File: config.mk
export PLATFORM = sky130hd
export DESIGN_NAME = ky32_rr_arbiter8
export DESIGN_NICKNAME = d
export VERILOG_FILES = /design/src/rtl/ky32_rr_arbiter8_pkg.sv /design/src/rtl/ky32_rr_arbiter8_decoder3x8.sv /design/src/rtl/ky32_rr_arbiter8.sv
export SDC_FILE = /design/constraint.sdc
export NUM_CORES = 1
export LEC_CHECK = 0
export CAP_MARGIN = 10
export CORE_AREA = 2 2 70 72
export CTS_CLUSTER_SIZE = 16
export DETAILED_ROUTE_END_ITERATION = 12
export DIE_AREA = 0 0 72 74
export SYNTH_ARGS = -nofsm -noshare
export SYNTH_HDL_FRONTEND = slang
export SYNTH_SLANG_ARGS = --single-unit
File: constraint.sdc
create_clock -name clk -period 4.4 [get_ports clk]
set_clock_uncertainty 0.1 [all_clocks]
set_input_delay 1.32 -clock clk [delete_from_list [all_inputs] [get_ports clk]]
set_output_delay 1.32 -clock clk [all_outputs]
set_load 0.1 [all_outputs]
File: src/rtl/ky32_rr_arbiter8_pkg.sv
// Shared definitions for the KY32 8-way round-robin arbiter.
package ky32_rr_arbiter8_pkg;

  // Number of requesters sharing the resource and width of an owner index
  localparam int N_REQ = 8;
  localparam int IDX_W = 3;

  // Arbiter FSM encoding
  typedef enum logic [1:0] {
    ST_IDLE    = 2'd0,
    ST_OWN     = 2'd1,
    ST_RELEASE = 2'd2
  } arb_state_t;

endpackage : ky32_rr_arbiter8_pkg

File: src/rtl/ky32_rr_arbiter8_decoder3x8.sv
// KY32 3x8 enabled decoder: one-hot of n when ena is high, all zeros otherwise.
module ky32_rr_arbiter8_decoder3x8
  import ky32_rr_arbiter8_pkg::*;
(
  input  logic [IDX_W-1:0] n,
  input  logic             ena,
  output logic [N_REQ-1:0] out
);

  // Decode the index into a single hot line, gated by the enable
  always_comb begin
    out = {N_REQ{1'b0}};
    if (ena) begin
      out[n] = 1'b1;
    end else begin
      out = {N_REQ{1'b0}};
    end
  end

endmodule : ky32_rr_arbiter8_decoder3x8

File: src/rtl/ky32_rr_arbiter8.sv
// 8-way round-robin arbiter with hold-limit watchdog for one shared KY32 resource.
// A grant lives in OWN until the owner drops its request or the watchdog fires;
// RELEASE then inserts one dead cycle and rotates priority past the last owner.
module ky32_rr_arbiter8
  import ky32_rr_arbiter8_pkg::*;
#(
  parameter int MAX_HOLD = 16,
  parameter int CW       = 5
) (
  input  logic             clk,
  input  logic             rst,
  input  logic [N_REQ-1:0] req,
  output logic [N_REQ-1:0] gnt,
  output logic [IDX_W-1:0] gnt_idx,
  output logic             gnt_valid,
  output logic             timeout
);

  arb_state_t       r_state;
  logic [IDX_W-1:0] r_ptr;
  logic [CW-1:0]    r_cnt;
  logic [IDX_W-1:0] r_gnt_idx;
  logic             r_gnt_valid;
  logic             r_timeout;

  logic [IDX_W-1:0] w_winner;
  logic [IDX_W-1:0] w_cand;
  logic             w_any;

  // Rotating priority search: first set request starting at r_ptr, wrapping mod 8.
  // Scanning from the far end down lets the closest candidate overwrite the rest.
  always_comb begin
    w_winner = {IDX_W{1'b0}};
    w_cand   = {IDX_W{1'b0}};
    w_any    = |req;
    for (int k = N_REQ - 1; k >= 0; k--) begin
      w_cand = r_ptr + IDX_W'(k);
      if (req[w_cand]) begin
        w_winner = w_cand;
      end else begin
        w_winner = w_winner;
      end
    end
  end

  // Arbiter FSM: grant selection, hold counting, watchdog release and priority rotation
  always_ff @(posedge clk) begin
    if (rst) begin
      r_state     <= ST_IDLE;
      r_ptr       <= {IDX_W{1'b0}};
      r_cnt       <= {CW{1'b0}};
      r_gnt_idx   <= {IDX_W{1'b0}};
      r_gnt_valid <= 1'b0;
      r_timeout   <= 1'b0;
    end else begin
      r_timeout <= 1'b0;
      case (r_state)
        ST_IDLE: begin
          if (w_any) begin
            r_state     <= ST_OWN;
            r_gnt_idx   <= w_winner;
            r_gnt_valid <= 1'b1;
            r_cnt       <= CW'(1);
          end else begin
            r_state     <= ST_IDLE;
          end
        end
        ST_OWN: begin
          // A voluntary release wins over the watchdog in the same cycle
          if (!req[r_gnt_idx]) begin
            r_state     <= ST_RELEASE;
            r_gnt_valid <= 1'b0;
          end else if (r_cnt == CW'(MAX_HOLD)) begin
            r_state     <= ST_RELEASE;
            r_gnt_valid <= 1'b0;
            r_timeout   <= 1'b1;
          end else begin
            r_cnt       <= r_cnt + CW'(1);
          end
        end
        ST_RELEASE: begin
          // Last owner becomes lowest priority for the next search
          r_ptr   <= r_gnt_idx + IDX_W'(1);
          r_state <= ST_IDLE;
        end
        default: begin
          r_state     <= ST_IDLE;
          r_gnt_valid <= 1'b0;
        end
      endcase
    end
  end

  ky32_rr_arbiter8_decoder3x8 u_KY32_decoder3x8 (
    .n   (r_gnt_idx),
    .ena (r_gnt_valid),
    .out (gnt)
  );

  assign gnt_idx   = r_gnt_idx;
  assign gnt_valid = r_gnt_valid;
  assign timeout   = r_timeout;

endmodule : ky32_rr_arbiter8

==> flow_metrics.tcl <==
set metrics [dict create \
    status "finished clean" \
    netlist_instances 216 \
    rrSetupSlack_ns 1.05 \
    crit_chain "clkdlybuf4s50_1 -> mux4_2 -> nor2b_1 -> a21oi_2 -> o211ai_1 -> a21o_1 -> and4_1 -> a211oi_2" \
    cts-hold-fix-buffers 0 \
    yosysWarnings 0 \
    hold_path_startpoint "r_cnt[1]$_SDFFE_PP0P_" \
    async_flop_share 0 \
    viasPerCell 5.78 \
    switchingPower_mw 0.400 \
    layout_min_cycle_time_ns 3.45 \
    cp.arrival_ns 3.51 \
    dr.first_iter.drc_count 151 \
    holdPathEnd "r_cnt[1]$_SDFFE_PP0P_" \
    synth_top_flop_cell "dfxtp_1" \
    rsz0062_at_grt "no" \
    critical_path.max_fanout 9 \
    syn_area_mm2 0.00177 \
    fillCellCount 454 \
    cts.clk_slew.worst_paths_ns 0.06 \
    synth-seq-cells 15 \
    dr.pass1.iters 4 \
    routed_wl_mm 4.34 \
    final_cell_mix "nor2_1 (25), mux2i_1 (18), nand2_1 (17)" \
    io_buffers 22 \
    die_h_um 74 \
    drv_slew 0 \
    r2r-end "gnt_idx[0]$_SDFFE_PP0P_" \
    die_w_um 72 \
    synth_edf_count 0 \
    htree_levels 1 \
    crit_start "req[2]" \
    stdcell_count 284 \
    total_power_mw 0.795 \
    path_delay_family "compound AO/OA/AOI/OAI gates" \
    grt_pass1_wl_mm 7.15 \
    drc 0 \
    combPwrFrac 0.621 \
    ir_worst_vdd_mv 0.210 \
    cts_buffers 3 \
    hold_class "reg2reg" \
    num_vias 1642 \
    hold_viol 0 \
    end_kind "flip-flop" \
    nets 246 \
    critPathRequiredTime_ns 4.46 \
    gr-total-overflow 0 \
    finalCritPeriodShare 0.785 \
    worst-path-buf-inv 1 \
    p_leak_nw 0.738 \
    cts-resized-gates 0 \
    path_class "in2reg" \
    dp.cells 280 \
    antenna_found_initial 0 \
    ys_seq_area_frac 0.170 \
    synthDistinctLibCells 48 \
    dp_hpwl_mm 3.28 \
    postLayoutCellArea_mm2 0.00203 \
    place_area_mm2 0.00198 \
    die_area_mm2 0.00533 \
    worst_skew_pair.late_latency_ns 0.24 \
    grt_pass1_vias 1442 \
    hold_depth 2 \
    tns_ns 0 \
    setup_violations 0 \
    clock_path_buffers 2 \
    slew_headroom 0.350 \
    synth_fp_nets 231 \
    synthToLayoutAreaGrowth_pct 14.6 \
    swShare 0.504 \
    rows 25 \
    fmax_ghz 0.290 \
    cp-start-kind "input port" \
    antenna_left 0 \
    r2r_start "r_ptr[1]$_SDFFE_PP0P_" \
    reg2regPathDepth 10 \
    cts.sinks 15 \
    grt_usage 0.169 \
    power.internal_mw 0.395 \
    num_antenna_cells 0 \
    start_util 0.385 \
    layout_commonest_cell "nor2_1" \
    ios 23 \
    pwr-share-clk 0.138 \
    fp.coreArea_mm2 0.00460 \
    avgSynthCellArea_um2 8.20 \
    slowest_delay_ns 0.58 \
    cts_tree "done" \
    drive_gt1_frac 0.209 \
    grt_max_degree 22 \
    worst_pin_slew_ns 0.972 \
    gp_congestion 0.949 \
    powerDensity_mw_per_mm2 392 \
    routedWlPerCell_um 15.3 \
    slowest_stage "clkdlybuf4s50_1" \
    clock-root-buffer "clkbuf_8" \
    cts_setup_buffers 0 \
    p_seq_frac 0.242 \
    maxCapViolCount 0 \
]
==> metrics by stage <==
step	hold WS, ns	util	worst slack [ns]
floorplan	0.376	-	0.247
global placement	0.403	0.431	0.702
detailed placement	0.407	0.431	0.702
CTS	0.419	0.441	0.957
global route	0.441	0.441	0.729
finish	0.414	0.441	0.948
==> how the worst max path moves through the flow <==
stage,to,depth (start not counted),slack [ns]
floorplan,gnt[5],3,0.25
global placement,gnt_idx[0]$_SDFFE_PP0P_,8,0.70
detailed placement,gnt_idx[0]$_SDFFE_PP0P_,8,0.70
CTS,gnt_idx[2],1,0.96
global route,r_cnt[4]$_SDFFE_PP0P_,8,0.73
finish,gnt_idx[0]$_SDFFE_PP0P_,8,0.95
==> tightest hold or removal path, delay by kind of cell (launching register included) <==
family | cells | cell delay, ns
flip-flops | 1 | 0.34
AND/OR/NAND/NOR | 1 | 0.08
AO/OA/AOI/OAI | 1 | 0.05
==> registers in the layout (all words and copies together) (netlist names) <==
register / cells
gnt_valid: 1
r_cnt: 5
timeout: 1
gnt_idx: 3
r_ptr: 3
r_state: 2
==> power groups by stage <==
stage	registers, mW	logic (mW)	clock network (mW)
after floorplan	0.238	0.352	0
after global placement	0.196	0.490	0
after detailed placement	0.196	0.490	0
after CTS	0.194	0.491	0.115
after global routing	0.197	0.532	0.120
final	0.192	0.493	0.109
==> kinds of logic (layout without fill, tap and decap cells) <==
logic type	Yosys count	after routing	synth area share
AOI/OAI and AO/OA	52	52	0.207
xor gates and xnor gates	8	8	0.0544
adders and majority gates	5	5	0.0353
buffers and inverters	22	36	0.0622
DFF	15	15	0.170
muxes	34	34	0.254
and+or+nand+nor	80	80	0.217
==> layout make-up <==
class	instances	area (um2)	share of cell area
Inverter	7	26.3	0.0130
Multi-Input combinational cell	179	1370	0.676
Clock buffer	3	41.3	0.0204
Sequential cell	15	300	0.148
Timing Repair Buffer	25	218	0.107
Clock inverter	1	5.00	0.00247
Tap cell	54	67.6	0.0333
==> layer usage <==
layer / global-route usage / vias to the layer above / wire, um
li1: - / 820 / -
met1: 0.234 / 774 / 1990
met2: 0.278 / 46 / 2110
met3: 0.0352 / 2 / 234
met4: 0.0294 / 0 / 11
met5: 0 / - / 0
==> synthesized netlist by cell type (3+ instances only) <==
| library cell | n | area, um2 |
|---|---|---|
| a211oi_1 | 3 | 22.5 |
| a211oi_2 | 3 | 37.5 |
| a21oi_1 | 14 | 70.1 |
| a31oi_1 | 3 | 18.8 |
| buf_2 | 7 | 35.0 |
| clkbuf_1 | 5 | 18.8 |
| dfxtp_1 | 15 | 300 |
| ha_1 | 5 | 62.6 |
| inv_1 | 5 | 18.8 |
| mux2_2 | 8 | 90.1 |
| mux2i_1 | 18 | 180 |
| mux4_2 | 8 | 180 |
| nand2_1 | 17 | 63.8 |
| nand2b_1 | 5 | 31.3 |
| nand3_1 | 6 | 30.0 |
| nand4_1 | 4 | 25.0 |
| nor2_1 | 25 | 93.8 |
| nor2b_1 | 7 | 43.8 |
| nor3_1 | 7 | 35.0 |
| nor4_1 | 3 | 18.8 |
| o21ai_0 | 10 | 50.1 |
| xor2_1 | 4 | 35.0 |
(Power assumes the default switching activity.)
